## config.mk

```make
export PLATFORM = sky130hd
export DESIGN_NAME = calc_controller
export DESIGN_NICKNAME = d
export VERILOG_FILES = /design/src/rtl/calc_controller.sv
export SDC_FILE = /design/constraint.sdc
export NUM_CORES = 1
export LEC_CHECK = 0
export ABC_AREA = 1
export CAP_MARGIN = 20
export CORE_MARGIN = 2
export CORE_UTILIZATION = 55
export CTS_BUF_LIST = sky130_fd_sc_hd__clkbuf_8
export CTS_CLUSTER_DIAMETER = 100
export CTS_CLUSTER_SIZE = 10
export DETAILED_ROUTE_END_ITERATION = 7
export PLACE_DENSITY = 0.86
export SLEW_MARGIN = 30
export SYNTH_ARGS = -nofsm -noshare
export SYNTH_HDL_FRONTEND = slang
export SYNTH_SLANG_ARGS = --single-unit
```

## constraint.sdc

```tcl
create_clock -name clk -period 4.2 [get_ports clk]
set_input_delay 0.84 -clock clk [delete_from_list [all_inputs] [get_ports clk]]
set_output_delay 0.84 -clock clk [all_outputs]
set_load 0.02 [all_outputs]
```

## src/rtl/calc_controller.sv

```systemverilog
// ---------------------------------------------------------------------------
// calc_controller
//   Keypad calculator sequencer. Collects two decimal operands (0-99) and an
//   operator from keypad strobes, launches an external ALU, waits for its
//   result and drives the display select and status LEDs.
//
// Ports
//   clk         in   system clock, rising edge
//   nrst        in   asynchronous active-low reset
//   num_strobe  in   digit key pulse, value on num_val (10-15 illegal)
//   num_val     in   [3:0] digit value
//   op_strobe   in   operator key pulse, code on op_sel
//   op_sel      in   [1:0] 0 add, 1 sub, 2 mul, 3 reserved (error)
//   eq_strobe   in   equals key pulse
//   clr_strobe  in   clear key pulse (highest priority)
//   alu_done    in   ALU result-ready pulse
//   alu_err     in   ALU overflow/underflow, qualified by alu_done
//   opnd_a      out  [6:0] operand A
//   opnd_b      out  [6:0] operand B
//   op          out  [1:0] operator code
//   alu_start   out  one-cycle ALU start pulse
//   disp_sel    out  [1:0] 0 = A, 1 = B, 2 = result, 3 = blank
//   busy        out  waiting on the ALU
//   red         out  error indicator
//   blue        out  result-valid indicator
//
// Build option
//   CALC_ALU_TIMEOUT_EN : when defined, WAIT_ALU gives up after 20 cycles
//                         without alu_done and enters ERR.
// ---------------------------------------------------------------------------
module calc_controller (
    input  logic       clk,
    input  logic       nrst,
    input  logic       num_strobe,
    input  logic [3:0] num_val,
    input  logic       op_strobe,
    input  logic [1:0] op_sel,
    input  logic       eq_strobe,
    input  logic       clr_strobe,
    input  logic       alu_done,
    input  logic       alu_err,
    output logic [6:0] opnd_a,
    output logic [6:0] opnd_b,
    output logic [1:0] op,
    output logic       alu_start,
    output logic [1:0] disp_sel,
    output logic       busy,
    output logic       red,
    output logic       blue
);

    typedef enum logic [2:0] {
        ENTER_A  = 3'd0,
        ENTER_B  = 3'd1,
        WAIT_ALU = 3'd2,
        SHOW     = 3'd3,
        ERR      = 3'd4
    } state_t;

    state_t     state;
    state_t     nxt;
    logic [6:0] a_nxt;
    logic [6:0] b_nxt;
    logic [1:0] op_nxt;
    logic       start_nxt;
    logic       digit_ok;

`ifdef CALC_ALU_TIMEOUT_EN
    logic [4:0] cnt;
    logic [4:0] cnt_nxt;
`endif

    // Shift a new digit in only while the operand is still a single digit,
    // so the third and later digits are dropped and the value stays <= 99.
    function automatic logic [6:0] append_digit(input logic [6:0] cur,
                                                input logic [3:0] d);
        if (cur < 7'd10)
            return 7'(cur * 7'd10 + {3'b000, d});
        else
            return cur;
    endfunction

    function automatic logic [1:0] disp_code(input state_t s);
        case (s)
            ENTER_A:  return 2'd0;
            ENTER_B:  return 2'd1;
            WAIT_ALU: return 2'd1;  // keep B on the display while computing
            SHOW:     return 2'd2;
            default:  return 2'd3;
        endcase
    endfunction

    assign digit_ok = (num_val <= 4'd9);

    // Next-state logic; only the highest-priority strobe (clr > eq > op > num)
    // is considered, even when that strobe has no effect in the current state.
    always_comb begin
        nxt       = state;
        a_nxt     = opnd_a;
        b_nxt     = opnd_b;
        op_nxt    = op;
        start_nxt = 1'b0;
`ifdef CALC_ALU_TIMEOUT_EN
        cnt_nxt   = cnt;
`endif
        if (clr_strobe) begin
            // Also swallows any alu_done arriving in the same cycle.
            nxt    = ENTER_A;
            a_nxt  = 7'd0;
            b_nxt  = 7'd0;
            op_nxt = 2'd0;
`ifdef CALC_ALU_TIMEOUT_EN
            cnt_nxt = 5'd0;
`endif
        end else begin
            case (state)
                ENTER_A: begin
                    if (eq_strobe) begin
                        // nothing to compute yet
                    end else if (op_strobe) begin
                        if (op_sel == 2'd3) begin
                            nxt = ERR;
                        end else begin
                            op_nxt = op_sel;
                            b_nxt  = 7'd0;
                            nxt    = ENTER_B;
                        end
                    end else if (num_strobe) begin
                        if (!digit_ok) nxt = ERR;
                        else           a_nxt = append_digit(opnd_a, num_val);
                    end
                end
                ENTER_B: begin
                    if (eq_strobe) begin
                        start_nxt = 1'b1;
                        nxt       = WAIT_ALU;
`ifdef CALC_ALU_TIMEOUT_EN
                        cnt_nxt   = 5'd0;
`endif
                    end else if (op_strobe) begin
                        if (op_sel == 2'd3) nxt = ERR;
                        else                op_nxt = op_sel;
                    end else if (num_strobe) begin
                        if (!digit_ok) nxt = ERR;
                        else           b_nxt = append_digit(opnd_b, num_val);
                    end
                end
                WAIT_ALU: begin
                    if (alu_done) begin
                        nxt = alu_err ? ERR : SHOW;
                    end
`ifdef CALC_ALU_TIMEOUT_EN
                    // cnt counts edges since alu_start; the 20th edge times out.
                    else if (cnt == 5'd19) begin
                        nxt = ERR;
                    end else begin
                        cnt_nxt = cnt + 5'd1;
                    end
`endif
                end
                SHOW: begin
                    if (eq_strobe) begin
                        // result already shown
                    end else if (op_strobe) begin
                        // A is left alone: the datapath loads the result into A.
                        if (op_sel == 2'd3) begin
                            nxt = ERR;
                        end else begin
                            op_nxt = op_sel;
                            b_nxt  = 7'd0;
                            nxt    = ENTER_B;
                        end
                    end else if (num_strobe) begin
                        if (!digit_ok) begin
                            nxt = ERR;
                        end else begin
                            a_nxt = {3'b000, num_val};
                            nxt   = ENTER_A;
                        end
                    end
                end
                ERR: begin
                    // held until clear
                end
                default: nxt = ENTER_A;
            endcase
        end
    end

    // State and all outputs registered together; status outputs decode the
    // state being entered so they line up with it.
    always_ff @(posedge clk or negedge nrst) begin
        if (!nrst) begin
            state     <= ENTER_A;
            opnd_a    <= 7'd0;
            opnd_b    <= 7'd0;
            op        <= 2'd0;
            alu_start <= 1'b0;
            disp_sel  <= 2'd0;
            busy      <= 1'b0;
            red       <= 1'b0;
            blue      <= 1'b0;
`ifdef CALC_ALU_TIMEOUT_EN
            cnt       <= 5'd0;
`endif
        end else begin
            state     <= nxt;
            opnd_a    <= a_nxt;
            opnd_b    <= b_nxt;
            op        <= op_nxt;
            alu_start <= start_nxt;
            disp_sel  <= disp_code(nxt);
            busy      <= (nxt == WAIT_ALU);
            red       <= (nxt == ERR);
            blue      <= (nxt == SHOW);
`ifdef CALC_ALU_TIMEOUT_EN
            cnt       <= cnt_nxt;
`endif
        end
    end

endmodule
```

After elaboration in Yosys (flattened, before gate mapping)
Index checks and enable logic that the tools add are counted.

word-level totals
  output and inout bits = 22
  input bits = 14
  bits in registers = 25
  logic and storage cells = 102

operators by class
  mux-type cells = 46
  $add $sub $neg = 2
  order comparisons = 3
  reductions and logical operators = 12
  equality and inequality tests = 28
  multiply operators = 2

operators by type and width
  kind                                                 number
  two-way mux 7 bit                                    19
  two-way mux 3 bit                                    15
  != test 3 bit (second input constant)                15
  case mux 7 bit (2 select lines)                      2
  case mux 3 bit (5 select lines)                      1
  adder 7 x 4 -> 7 bit                                 2
  < comparator 7 x 4 -> 1 bit (second input constant)  2
  multiplier 7 x 3 -> 6 bit (second input constant)    2
  == test 3 x 2 -> 1 bit (second input constant)       4
  two-way mux 2 bit                                    5
  AND reduction 10 bit                                 1
  AND reduction 9 bit                                  1
  == test 3 x 1 -> 1 bit (second input constant)       2
  == test 3 bit (second input constant)                2
  logical NOT 3 bit                                    2
  case mux 2 bit (3 select lines)                      1
  nonzero test 3 bit                                   2
  <= comparator 4 bit (second input constant)          1
  AND reduction 4 bit                                  1
  nonzero test 2 bit                                   2
  OR reduction 2 bit                                   2
  two-way mux 1 bit                                    3
  != test 3 x 1 -> 1 bit (second input constant)       1
  != test 3 x 2 -> 1 bit (second input constant)       1
  4 further kinds                                      4

Depth between registers and ports, before layout
  word-level depth = 10
  mapped depth = 13
  gate-level depth less buffers = 13

Worst setup path after synthesis
Ideal clock, no wire load.

  path kind = flip-flop to flip-flop
  start = reg opnd_b[1]
  end = reg opnd_b[6]
  cell stages (with the launch flop) = 13
  setup slack = 2.108 ns
  period minus slack after synthesis = 2.092 ns
  arrival time = 1.974 ns
  buffers on the path = 0
  setup time = 0.118 ns
  path through = dfrtp_1 -> ha_1 -> ha_1 -> inv_1 -> fa_1 -> nor2_1 -> nand3_1 -> nand2_1 -> inv_1 -> nand2_1 -> nand2_1 -> nand3_1 -> nand2_1

between the ends
  word-level cells in the longest chain between the ends = 9

ends and longest elaborated chain
  what                             RTL line  source
  start, declared                  43        output logic [6:0] opnd_b,
  start signal, assigned           209       opnd_b <= b_nxt;
  multiplier 7 x 3 -> 6 bit        78        return 7'(cur * 7'd10 + {3'b000, d});
  adder 7 x 4 -> 7 bit             78
  two-way mux 7 bit                77        if (cur < 7'd10)
  two-way mux 7 bit                144       if (!digit_ok) nxt = ERR;
  two-way mux 7 bit                143       end else if (num_strobe) begin
  two-way mux 7 bit                140       end else if (op_strobe) begin
  two-way mux 7 bit                134       if (eq_strobe) begin
  case mux 7 bit (2 select lines)  116       case (state)
  two-way mux 7 bit                106       if (clr_strobe) begin

Several ways; a longest one is shown, not always the timed one. The select of a mux whose other input is x is not followed.
A chain may end at the register's enable or synchronous reset.

Worst setup path after layout
  start = in num_val[1]
  end = reg opnd_a[5]

between the ends
  word-level cells in the longest chain between the ends = 8

ends and longest elaborated chain
  what                             RTL line  source
  start, declared                  35        input logic [3:0] num_val,
  adder 7 x 4 -> 7 bit             78
  two-way mux 7 bit                77
  two-way mux 7 bit                129       if (!digit_ok) nxt = ERR;
  two-way mux 7 bit                128       end else if (num_strobe) begin
  two-way mux 7 bit                120       end else if (op_strobe) begin
  two-way mux 7 bit                118       if (eq_strobe) begin
  case mux 7 bit (2 select lines)  116
  two-way mux 7 bit                106
  end signal, assigned             208       opnd_a <= a_nxt;
  end, declared                    42        output logic [6:0] opnd_a,

Several ways; a longest one is shown, not always the timed one. The select of a mux whose other input is x is not followed.

==> flow_summary.ini <==
[run_status]
status = completed

[worst_setup_path]
cp.buffers_inverters = 3
arrival_ns = 2.70
required_ns = 4.37
crit_fanout = 5
critical_path_class = input pin to register
end_kind = register
slowest_delay_ns = 0.57
path_cells = clkdlybuf4s50_1, ha_1, inv_1, fa_1, o21ai_0, xor2_1, inv_1, nand2_1, nand2_1
reg2reg_slack_ns = 1.94
reg2reg_from = opnd_a[1]
critPathLaunchType = input pin
cpMaxStageDelayCell = clkdlybuf4s50_1
critPathTopFamily = buffers and inverters
r2r_cells = 11
startpoint = num_val[1]
r2r-end = opnd_a[6]

[global_routing]
grt_start_max_net_pins = 26
grt_pass1_vias = 1761
gr-total-overflow = 0
groute.usage.overall = 0.234
grt_pass1_wl_mm = 7.44
antenna_found_initial = 0

[place]
io_buffers = 35
finalWeightedCongestion = 0.900
place_area_um2 = 2300
dpl.hpwl_mm = 3.45
place_ws_ns = 1.41

[yosys]
synthCells = 267
syn-cell-area_um2 = 1900
synth_area_per_cell_um2 = 7.13
yosys.area.top_type = dfrtp_1
ys_warn_count = 0
synth_top_cells_by_area = dfrtp_1 33%, nand2_1 16%, inv_1 9.5%, ha_1 9.2%, nand3_1 6.8%
synthDistinctLibCells = 22
synth_top_area_share = 0.329
ys_seq_area_frac = 0.329
synth_fp_nets = 299
ys_ff_latch = 25

[routing]
vias = 1817
dr.first_iter.drc_count = 91
antenna_left = 0
drtPass1Iterations = 4
avgRoutedWirePerCell_um = 12.1
wl_mm = 4.25
drc_errors = 0
viasPerCell = 5.18

[clock_network]
clockBufferDepth = 2
root_buffer = clkbuf_8
clkSinkCount = 25
path_clk_slew_ns = 0.08
cts_setup_buffers = 0
htree_levels = 1
cts_tree = built
ctsResizeCount = 0
ctsHoldBuffers = 0
cts_buffers = 3
clock_latency_ns = 0.27

[finish]
multi_input_area_um2 = 1090
final-seq-area_um2 = 626
antenna_cells = 0
finish.utilization = 0.704
post_route_cells_drive_above_1_share = 0.0492
syn2layout_area_growth_pct = 23.4
design_area_um2 = 2350
nets = 338
nFillCells = 307

[sta]
slew_headroom = 0.636
fin_crit_sh = 0.603
fin_skew_ns = 0.00507
min_period_ns = 2.53
slew_violations = 0
hold_violations = 0
worst_pin_slew_ns = 0.547
rsz0062_at_grt = no
fmax_mhz = 395
setup_tns_ns = 0
setup_viol = 0
fin_ws_ns = 1.67

[pwr]
power_density_nw_per_um2 = 238
p_leak_uw = 0.00126
max-vdd-ir-drop_mv = 0.253

[job]
cap_violations = 0

[die]
fp.dieArea_um2 = 3950
die_w_um = 62.8
die_h_um = 62.8
start_util = 0.571
core_area_um2 = 3340
num_rows = 21
boundaryPins = 36

[worst_hold_path]
hold_class = input pin to async pin
==> stage by stage <==
stage / std cells / total power, uW / hold WS (ns)
global placement: 347 / 417 / 0.521
global route: 351 / 590 / 0.559
CTS: 351 / 562 / 0.546
detailed placement: 347 / 421 / 0.522
floorplan: 267 / 358 / 0.544
finish: 351 / 559 / 0.544
==> how the worst max path moves through the flow <==
stage	endpoint	slack [ns]	cells after the start
after floorplan	opnd_b[6]	2.11	12
after global placement	opnd_a[5]	1.52	9
after detailed placement	opnd_a[5]	1.41	9
after CTS	opnd_a[5]	1.69	9
after global routing	opnd_b[5]	1.59	11
final	opnd_a[5]	1.67	9
==> power breakdown <==
part | switching [uW] | internal (uW) | total [uW]
Sequential | 11.6 | 254 | 266
Combinational | 90.4 | 60.6 | 151
Clock | 76.0 | 66.5 | 143
Total | 178 | 381 | 559
==> Yosys cell counts <==
| master | count |
|---|---|
| dfrtp_1 | 25 |
| xor2_1 | 5 |
| nor2_4 | 2 |
| nand3b_1 | 1 |
| nor3_1 | 2 |
| nand4_1 | 3 |
| inv_1 | 48 |
| nand3_4 | 3 |
| fa_1 | 4 |
| nor3b_1 | 1 |
| inv_2 | 1 |
| nand2_1 | 83 |
| nand3_1 | 26 |
| a21oi_1 | 2 |
| ha_1 | 14 |
| nor2_1 | 22 |
| o21ai_0 | 12 |
| nor2_2 | 3 |
| xnor2_1 | 3 |
| clkbuf_1 | 1 |
| o21ai_1 | 5 |
| a21oi_2 | 1 |
==> placed cells by master (no fill, tap or decap) <==
cell	instances
clkdlybuf4s50_1	34
clkinv_2	1
xnor2_1	3
fa_1	4
nand3b_1	1
nand2_1	83
a21oi_1	2
nor2_4	2
o21ai_1	5
xor2_1	5
clkbuf_8	3
inv_1	48
o21ai_0	12
nor2_1	22
nor3_1	2
a21oi_2	1
dfrtp_1	25
nor2_2	3
inv_2	1
nor3b_1	1
buf_2	1
nand4_1	3
nand3_1	26
ha_1	14
nand3_4	3
==> kinds of logic (layout without fill, tap and decap cells) <==
| kind of cell | after synthesis | in the layout | share of synthesized area |
|---|---|---|---|
| and+or+nand+nor | 146 | 146 | 0.348 |
| AOI/OAI and AO/OA | 20 | 20 | 0.0545 |
| buffers and inverters | 50 | 88 | 0.0985 |
| adders and majority gates | 18 | 18 | 0.134 |
| DFF | 25 | 25 | 0.329 |
| xor gates and xnor gates | 8 | 8 | 0.0368 |
==> per-layer routing <==
| layer | vias up | global-route usage | share of wire |
|---|---|---|---|
| met2 | 42 | 0.414 | 0.49 |
| met1 | 854 | 0.293 | 0.45 |
| met4 | 0 | 0.0889 | 0.015 |
| met5 | - | 0 | 0 |
| li1 | 914 | - | - |
| met3 | 7 | 0.0252 | 0.041 |
==> area by class of cell <==
cell class | instances | share of cell area
clock buffers | 3 | 0.0176
clock inverters | 1 | 0.00213
inverters | 49 | 0.0783
multi-input cells | 192 | 0.464
flip-flops and latches | 25 | 0.266
well taps | 46 | 0.0245
repair buffers | 35 | 0.147
==> flip-flops by register name, summed over array words and instances (netlist names) <==
| name | flops |
|---|---|
| busy | 1 |
| alu_start | 1 |
| red | 1 |
| opnd_a | 7 |
| disp_sel | 2 |
| state | 3 |
| opnd_b | 7 |
| blue | 1 |
| op | 2 |
Note: power is estimated with default switching activity, not from simulation.
